==> config.mk <==
export PLATFORM = sky130hd
export DESIGN_NAME = skeeball_display
export DESIGN_NICKNAME = d
export VERILOG_FILES = /design/src/rtl/skeeball_display.sv
export SDC_FILE = /design/constraint.sdc
export NUM_CORES = 1
export LEC_CHECK = 0
export CORE_ASPECT_RATIO = 0.6
export CORE_MARGIN = 2
export CORE_UTILIZATION = 60
export CTS_CLUSTER_SIZE = 12
export DETAILED_ROUTE_END_ITERATION = 8
export DONT_BUFFER_PORTS = 1
export PLACE_DENSITY = 0.76
export SLEW_MARGIN = 10
export SYNTH_ARGS = -nofsm -noshare
export SYNTH_HDL_FRONTEND = slang
export SYNTH_SLANG_ARGS = --single-unit
export TNS_END_PERCENT = 30
==> constraint.sdc <==
create_clock -name clk -period 6.15 [get_ports clk]
set_clock_uncertainty 0.2 [all_clocks]
set_input_delay 1.5375 -clock clk [delete_from_list [all_inputs] [get_ports clk]]
set_output_delay 1.5375 -clock clk [all_outputs]
set_load 0.02 [all_outputs]
==> src/rtl/skeeball_display.sv <==
// Two-digit multiplexed seven-segment driver for the skeeball cabinet.
// Shows the live score, flashes the final score, and tracks the session high score.
module skeeball_display #(
  parameter int SCAN_DIV    = 1000,
  parameter int FLASH_DIV   = 25000,
  parameter int FLASH_COUNT = 3
) (
  input  logic       clk,
  input  logic       rst_n,
  input  logic       playstate,
  input  logic [7:0] score,
  output logic [6:0] seg,
  output logic [1:0] an,
  output logic [7:0] high_score,
  output logic       new_high
);

  localparam int SCAN_W  = $clog2(SCAN_DIV);
  localparam int FLASH_W = $clog2(FLASH_DIV);
  localparam int PHASE_N = 2 * FLASH_COUNT;
  localparam int PHASE_W = $clog2(PHASE_N);

  typedef enum logic [1:0] {IDLE, PLAY, FLASH} state_t;

  state_t             state_q, state_d;
  logic [SCAN_W-1:0]  scan_cnt;
  logic               sel;          // 0 = ones slot, 1 = tens slot
  logic [FLASH_W-1:0] flash_cnt;
  logic [PHASE_W-1:0] phase_cnt;
  logic [7:0]         final_score;
  logic               game_end;
  logic               flash_done;
  logic               enter_play;
  logic [7:0]         disp;
  logic [3:0]         nib;
  logic [6:0]         seg_d;
  logic [1:0]         an_d;

  function automatic logic [6:0] decode(input logic [3:0] n);
    case (n)
      4'd0: decode = 7'b1111110;
      4'd1: decode = 7'b0110000;
      4'd2: decode = 7'b1101101;
      4'd3: decode = 7'b1111001;
      4'd4: decode = 7'b0110011;
      4'd5: decode = 7'b1011011;
      4'd6: decode = 7'b1011111;
      4'd7: decode = 7'b1110000;
      4'd8: decode = 7'b1111111;
      4'd9: decode = 7'b1111011;
      default: decode = 7'b0000001;
    endcase
  endfunction

  assign game_end   = (state_q == PLAY) && !playstate;
  assign enter_play = (state_q != PLAY) && playstate;
  assign flash_done = (state_q == FLASH)
                   && (flash_cnt == FLASH_W'(FLASH_DIV - 1))
                   && (phase_cnt == PHASE_W'(PHASE_N - 1));

  // NOTE: every combinational output gets a default first so no path leaves it unassigned (no latch).
  always_comb begin
    state_d = state_q;
    case (state_q)
      IDLE:    if (playstate) state_d = PLAY;
      PLAY:    if (!playstate) state_d = FLASH;
      FLASH:   if (playstate) state_d = PLAY;
               else if (flash_done) state_d = IDLE;
      default: state_d = IDLE;
    endcase
  end

  always_comb begin
    disp = high_score;
    case (state_q)
      PLAY:    disp = score;
      FLASH:   disp = final_score;
      default: disp = high_score;
    endcase
    nib   = sel ? disp[7:4] : disp[3:0];
    seg_d = decode(nib);
    an_d  = sel ? 2'b10 : 2'b01;
    // Blank a leading zero but keep the anode pulsing for even brightness.
    if (sel && (disp[7:4] == 4'd0)) seg_d = 7'b0000000;
    if ((state_q == FLASH) && phase_cnt[0]) begin
      seg_d = 7'b0000000;
      an_d  = 2'b00;
    end
  end

  // NOTE: sequential state uses non-blocking assignments so every register samples pre-edge values.
  always_ff @(posedge clk or negedge rst_n) begin
    if (!rst_n) begin
      state_q     <= IDLE;
      scan_cnt    <= '0;
      sel         <= 1'b0;
      flash_cnt   <= '0;
      phase_cnt   <= '0;
      final_score <= 8'h00;
      high_score  <= 8'h00;
      new_high    <= 1'b0;
      seg         <= 7'b0000000;
      an          <= 2'b00;
    end else begin
      state_q <= state_d;
      seg     <= seg_d;
      an      <= an_d;

      if (scan_cnt == SCAN_W'(SCAN_DIV - 1)) begin
        scan_cnt <= '0;
        sel      <= ~sel;
      end else begin
        scan_cnt <= scan_cnt + SCAN_W'(1);
      end

      if (game_end) begin
        flash_cnt <= '0;
        phase_cnt <= '0;
      end else if (state_q == FLASH) begin
        if (flash_cnt == FLASH_W'(FLASH_DIV - 1)) begin
          flash_cnt <= '0;
          phase_cnt <= phase_cnt + PHASE_W'(1);
        end else begin
          flash_cnt <= flash_cnt + FLASH_W'(1);
        end
      end

      if (game_end) begin
        final_score <= score;
        if (score > high_score) begin
          high_score <= score;
          new_high   <= 1'b1;
        end
      end else if (enter_play) begin
        new_high <= 1'b0;
      end
    end
  end

endmodule
==> out/results.tsv, run 1 <==
stage	metric	value	unit
status	status	complete, no violations	
worst_setup_path	Critical Path AT	3200	ps
logic_synthesis	Mean Syn Cell Area	10.03	um2
power_and_ir_drop	clock share of power	21.1	%
clock_tree	Sink Count	57	
clock_tree	postcts setup bufs	0	
power_and_ir_drop	internal power	0.9260	mW
worst_setup_path	Crit Path Max Fanout	9	
placed_design	hpwl dp	4.823	mm
logic_synthesis	cell taking the most area after synthesis	dfrtp_1	
logic_synthesis	ys async rst share	100.0	%
cells_and_area	Inserted Diodes	0	
clock_tree	Reg clk slew, reported paths	60	ps
timing	post-route setup slack	2977	ps
logic_synthesis	most frequent cell after synthesis	dfrtp_1	
placed_design	IO Port Bufs	0	
clock_tree	Clock Latency Late Sink	340	ps
placed_design	Post-Place Cells	375	
logic_synthesis	Mapped Cells	318	
timing	setup tns final	0	ps
die	row count	20	
worst_setup_path	Critical Path RT	6170	ps
power_and_ir_drop	Switch Pwr	0.6384	mW
timing	worst-margin pin slew	780.7	ps
logic_synthesis	register area share after synthesis	44.74	%
grt	vias in the first global route	2117	
timing	Hold Worst Slack	259.6	ps
grt	first-pass GRT wire length	10.91	mm
power_and_ir_drop	Sw Ratio	40.81	%
routing	DR WL/cell	17.09	um
timing	slew margin rel.	47.96	%
logic_synthesis	Area contributors post-synth	dfrtp_1, ha_1, nand2_1	
logic_synthesis	EDFF count, synth	0	
power_and_ir_drop	Pwr Density	457.1	nW/um2
min_path	Min-Delay Path Class	register to register	
power_and_ir_drop	Leak	1.574	nW
clock_tree	CTS tree	done	
die	total die area	5931	um2
clock_tree	CTS root buffer	clkbuf_8	
cells_and_area	fillcell total	385	
die	Initial Util	62.76	%
routing	vias per inst	5.972	
logic_synthesis	post-synthesis cell type count	51	
cells_and_area	fin area	3422	um2
clock_tree	Clock Path Buffers	2	
flow_run	max_cap viols	0	
routing	Post-DRT Antenna Nets	0	
clock_tree	cts hold-fix bufs	0	
grt	Overall Global Routing Usage	24.38	%
routing	First-pass DRT Iterations	5	
cells_and_area	fraction of layout instances using a drive strength above 1	12.31	%
routing	first-iteration detailed-routing DRC count	203	
grt	global route overflow	0	
cells_and_area	nets@finish	353	
timing	Tmin final	3173	ps
worst_setup_path	crit path kind	input port to register	
grt	initial antenna violation count	0	
power_and_ir_drop	Peak VDD IR	0.3003	mV
clock_tree	post-CTS resize count	0	
placed_design	Cell Area, Placed	3229	um2
placed_design	GPL Wtd Cong	0.8916	
logic_synthesis	Commonest cells post-synth	dfrtp_1, nand2_1, nor2_1	
logic_synthesis	FF+latch count, synth	57	
timing	Slew Viols, Final	0	
routing	Vias	2335	
power_and_ir_drop	register share of total power	39.3	%
routing	# DRC	0	
worst_setup_path	startpoint types	input port	
die	I/O pin cnt	29	
clock_tree	H-tree levels	3	
timing	RSZ-0062 raised after global routing	false	
clock_tree	number of CTS-inserted buffers	9	
timing	Final Hold Fails	0	
die	chip width	98.11	um
grt	largest net degree at the start of global routing	58	
logic_synthesis	yosys warns	0	
timing	Setup-failing EPs final	0	
cells_and_area	final non-filler cell total	391	
cells_and_area	Area growth, synth to finish	7.339	%
die	Die Ht	60.46	um
logic_synthesis	top cell type's share of synthesized area	44.74	%
logic_synthesis	top_reg_cell synth	dfrtp_1	
timing	Tcrit/Tclk final	51.59	%
die	core box area	5080	um2
routing	WL final	6.682	mm
placed_design	pre-CTS WS	2658	ps
timing	max frequency	315.2	MHz
power_and_ir_drop	combinational share of power	39.6	%
worst_setup_path	endpoint class of the critical path	register	
logic_synthesis	Netlist Area Pre-Place	3188	um2
logic_synthesis	Mapped Nets	351	
==> per-layer routing <==
| layer | wire [um] | global-route usage [%] | vias up |
|---|---|---|---|
| met1 | 3432 | 38.02 | 1114 |
| li1 | - | - | 1122 |
| met2 | 2684 | 32.49 | 95 |
| met4 | 28 | 4.167 | 0 |
| met5 | 0 | 0 | - |
| met3 | 537 | 8.986 | 4 |
==> area by class of cell <==
type                            count  area (um2)  area share [%]
Multi-Input combinational cell    231        1638           47.86
Sequential cell                    57        1426           41.68
Clock buffer                       14       182.7           5.338
Tap cell                           66       82.58           2.413
Inverter                           20       75.07           2.194
Clock inverter                      2       10.01          0.2925
Timing Repair Buffer                1       7.507          0.2194
==> cells by family after synthesis <==
logic type,after synthesis,share of synthesized area (%)
simple gates,116,18.64
compound gates,58,12.13
flops,57,44.74
xor+xnor,19,5.220
buf+inv,30,3.885
fa+ha+maj,22,8.634
mux,16,6.750
==> state kept, by name, indices dropped and copies added (netlist names), 2 cells and up <==
name	cells
state_q	2
scan_cnt	10
flash_cnt	15
seg	7
high_score	8
phase_cnt	3
an	2
final_score	8
==> power groups by stage <==
stage | combinational (mW) | sequential, mW | clock, mW
3_5_place_dp | 0.606 | 0.621 | 0
3_3_place_gp | 0.586 | 0.616 | 0
2_1_floorplan | 0.487 | 0.595 | 0
4_1_cts | 0.612 | 0.615 | 0.337
5_1_grt | 0.682 | 0.627 | 0.355
6_report | 0.619 | 0.615 | 0.331
==> critical path, stage by stage <==
cell and delay, ps:
ha_1 270, nor2b_1 160, o211ai_1 100, a31o_2 260
a21oi_2 470, mux2_2 400
==> final timing paths <==
path                              from        endpoint  slack [ps]  cells past startpoint
setup / recovery              score[1]   high_score[4]        2980                      6
hold / removal             scan_cnt[0]     scan_cnt[0]         260                      1
setup reg to reg            state_q[0]          seg[3]        3200                      9
hold reg to reg            scan_cnt[0]     scan_cnt[0]         260                      1
max in group asynchronous        rst_n  final_score[7]        4940                      0
min in group asynchronous        rst_n      state_q[0]         690                      0
==> stage by stage <==
step,power [mW],utilization (%)
6_report,1.564,67.36
5_1_grt,1.664,67.36
4_1_cts,1.565,67.36
3_5_place_dp,1.227,63.57
3_3_place_gp,1.202,63.57
2_1_floorplan,1.082,-
==> cell usage in the layout, fill, tap and decap left out, types with 2 or more instances in the layout <==
master	Yosys	routed
a211oi_1	3	3
a21o_1	2	2
a21oi_1	16	16
a22o_1	5	5
a22oi_1	5	5
a31o_2	2	2
and2_1	2	2
clkbuf_8	0	13
clkinv_2	0	2
dfrtp_1	57	57
ha_1	22	22
inv_1	20	20
mux2_2	10	10
mux2i_1	2	2
mux4_2	3	3
nand2_1	41	41
nand2b_1	2	2
nand3_1	7	7
nand4_1	7	7
nor2_1	31	31
nor2b_1	4	4
nor3_1	5	5
nor4_4	2	2
o211ai_1	3	3
o21a_1	2	2
o21ai_0	11	11
o22ai_1	2	2
or3_1	3	3
xnor2_1	9	9
xor2_1	10	10
Power figures use the tool's default switching activity.
==> run 2, diff against run 1 <==
- CORE_UTILIZATION: 60 -> 57
- PLACE_DENSITY: 0.76 -> 0.75
- clock period: 6.15 -> 2.6 ns (I/O delays scaled with it)
==> run 2 against run 1 <==
Compared with the run above:
- die area rose by 5.0%
- critical endpoint is now seg[3]
- global-route usage fell by 1.2 points
- cell count rose by 4.9%
==> out/results.tsv, run 2 (synthesis results as in run 1) <==
stage	metric	value	unit	change
status	status	complete, no violations		unchanged
cells_and_area	fraction of layout instances using a drive strength above 1	16.72	%	was 12.31%
clock_tree	Reg clk slew, reported paths	60	ps	about the same
power_and_ir_drop	Leak	1.652	nW	was 1.574 nW
worst_setup_path	slowest CP cell	mux4_2		was a21oi_2
timing	Tcrit/Tclk final	97.10	%	
timing	RSZ-0062 raised after global routing	true		was false
power_and_ir_drop	Power Total	3.770	mW	was 1.564 mW
routing	Vias	2365		was 2335
worst_setup_path	Crit Path Max Fanout	12		was 9
routing	First-pass DRT Iterations	4		was 5
worst_setup_path	Critical Path RT	2620	ps	was 6170 ps
clock_tree	CTS root buffer	clkbuf_8		unchanged
grt	largest net degree at the start of global routing	58		unchanged
cells_and_area	most common cell after layout, fill and taps aside	dfrtp_1		unchanged
clock_tree	H-tree levels	3		unchanged
die	total die area	6227	um2	was 5931 um2
routing	first-iteration detailed-routing DRC count	261		was 203
cells_and_area	leading cell types in the layout, fill and taps excluded	dfrtp_1, nand2_1, nor2_1		unchanged
clock_tree	number of CTS-inserted buffers	9		unchanged
cells_and_area	fillcell total	413		was 385
worst_setup_path	worst-path cell chain	inv_1 > ha_2 > a22o_1 > mux4_2 > inv_1 > ha_1 > nand2_1 > o21a_1 > o22ai_1		was ha_1 > nor2b_1 > o211ai_1 > a31o_2 > a21oi_2 > mux2_2
worst_setup_path	Top delay family on crit path	multiplexers		was compound AO/OA/AOI/OAI gates
cells_and_area	Area growth, synth to finish	11.93	%	was 7.339%
worst_setup_path	endpoint class of the critical path	register		unchanged
timing	slew margin rel.	58.47	%	was 47.96%
timing	worst-margin pin slew	616.4	ps	was 780.7 ps
grt	vias in the first global route	2074		was 2117
min_path	Min-Delay Path Class	input port to register		was register to register
cells_and_area	largest register by flop count	flash_cnt		unchanged
routing	vias per inst	5.768		was 5.972
timing	Slew Viols, Final	0		unchanged
timing	Final Hold Fails	0		unchanged
power_and_ir_drop	Pwr Density	1057	nW/um2	was 457.1 nW/um2
grt	first-pass GRT wire length	10.70	mm	was 10.91 mm
placed_design	GPL Wtd Cong	0.8982		was 0.8916
worst_setup_path	startpoint types	register		was input port
timing	Tmin final	2525	ps	
die	chip width	100.6	um	was 98.11 um
routing	Post-DRT Antenna Nets	0		unchanged
routing	# DRC	0		unchanged
clock_tree	Sink Count	57		unchanged
die	row count	21		was 20
clock_tree	postcts setup bufs	0		unchanged
worst_setup_path	crit path kind	register to register		was input port to register
worst_setup_path	Worst path most repeated cell	inv_1		
routing	WL final	6.655	mm	was 6.682 mm
power_and_ir_drop	Peak VDD IR	0.3647	mV	was 0.3003 mV
flow_run	max_cap viols	0		unchanged
worst_setup_path	CP peak stage delay	540	ps	was 470 ps
die	core box area	5492	um2	was 5080 um2
worst_setup_path	Critical Path AT	2540	ps	was 3200 ps
die	Initial Util	58.05	%	was 62.76%
placed_design	hpwl dp	4.864	mm	was 4.823 mm
cells_and_area	nets@finish	369		was 353
grt	global route overflow	0		unchanged
clock_tree	CTS tree	done		unchanged
clock_tree	Clock Path Buffers	2		unchanged
routing	DR WL/cell	16.23	um	was 17.09 um
grt	initial antenna violation count	0		unchanged
clock_tree	Clock Latency Late Sink	340	ps	about the same
timing	setup tns final	0	ps	unchanged
cells_and_area	registers with the most flip-flops	flash_cnt (15), scan_cnt (10)		unchanged
timing	max frequency	396.1	MHz	
cells_and_area	max reg flops	15		unchanged
die	I/O pin cnt	29		unchanged
grt	Overall Global Routing Usage	23.16	%	was 24.38%
timing	Setup-failing EPs final	0		unchanged
placed_design	IO Port Bufs	0		unchanged
worst_setup_path	Buf/Inv on CP	2		was 0
die	Die Ht	61.93	um	was 60.46 um
cells_and_area	Inserted Diodes	0		unchanged
## run 2: metal layers
layer  vias to the layer above  GRT usage (%)  part of all wire, %  routed length [um]
li1                       1147              -                    -                   -
met5                         -              0                    0                   0
met4                         0          7.632                  1.2                  78
met1                      1134          36.81                   52                3486
met2                        76          28.95                   38                2536
met3                         8          7.271                  8.3                 553
## run 2: final cells by class
cell class	instances	area, um2	area share, %
Clock buffer	13	158.9	4.453
Timing Repair Buffer	17	150.1	4.208
Sequential cell	57	1426	39.97
Tap cell	69	86.33	2.419
Clock inverter	3	15.01	0.4208
Multi-Input combinational cell	231	1657	46.42
Inverter	20	75.07	2.104
## run 2: worst paths after layout
check                       startpoint        endpoint  slack (ps)  cells past startpoint
max                         state_q[1]          seg[3]          80                      9
min reg2reg                scan_cnt[0]     scan_cnt[0]         260                      1
min in group asynchronous        rst_n    flash_cnt[7]         630                      2
min                           score[2]  final_score[2]         220                      2
max in group asynchronous        rst_n    flash_cnt[2]        1320                      2
max reg2reg                 state_q[1]          seg[3]          80                      9
## run 2: stage by stage
| stage | cells | utilization (%) | instance area [um2] | hold WS (ps) | setup WS, ps |
|---|---|---|---|---|---|
| finish | 410 | 64.98 | 3568 | 218.8 | 75.42 |
| global route | 410 | 64.98 | 3568 | 216.7 | -29.32 |
| CTS | 410 | 64.64 | 3550 | 203.8 | 9.651 |
| detailed placement | 392 | 60.79 | 3338 | 155.7 | 13.10 |
| global placement | 392 | 60.79 | 3338 | 155.8 | 98.11 |
| floorplan | 318 | - | 3188 | 154.4 | 143.1 |
## run 2: worst reg2reg max path: cells and delay by family (launching register included)
kind | cells | cell delay [ps]
multiplexers | 1 | 540
adder cells (fa/ha/maj) | 2 | 500
buffers and inverters | 2 | 250
flip-flops | 1 | 420
AND/OR/NAND/NOR | 1 | 70
AO/OA/AOI/OAI | 3 | 420
## run 2: power breakdown
group	internal (mW)	leakage, nW	switching (mW)
registers	1.12	0.724	0.277
logic	0.735	0.835	0.915
clock network	0.393	0.0932	0.336
## run 2: repair_timing
action	CTS	global route
hold endpoints to repair	57	0
hold buffers	2	0
gates resized for setup	0	4
endpoints found under the setup margin	0	6
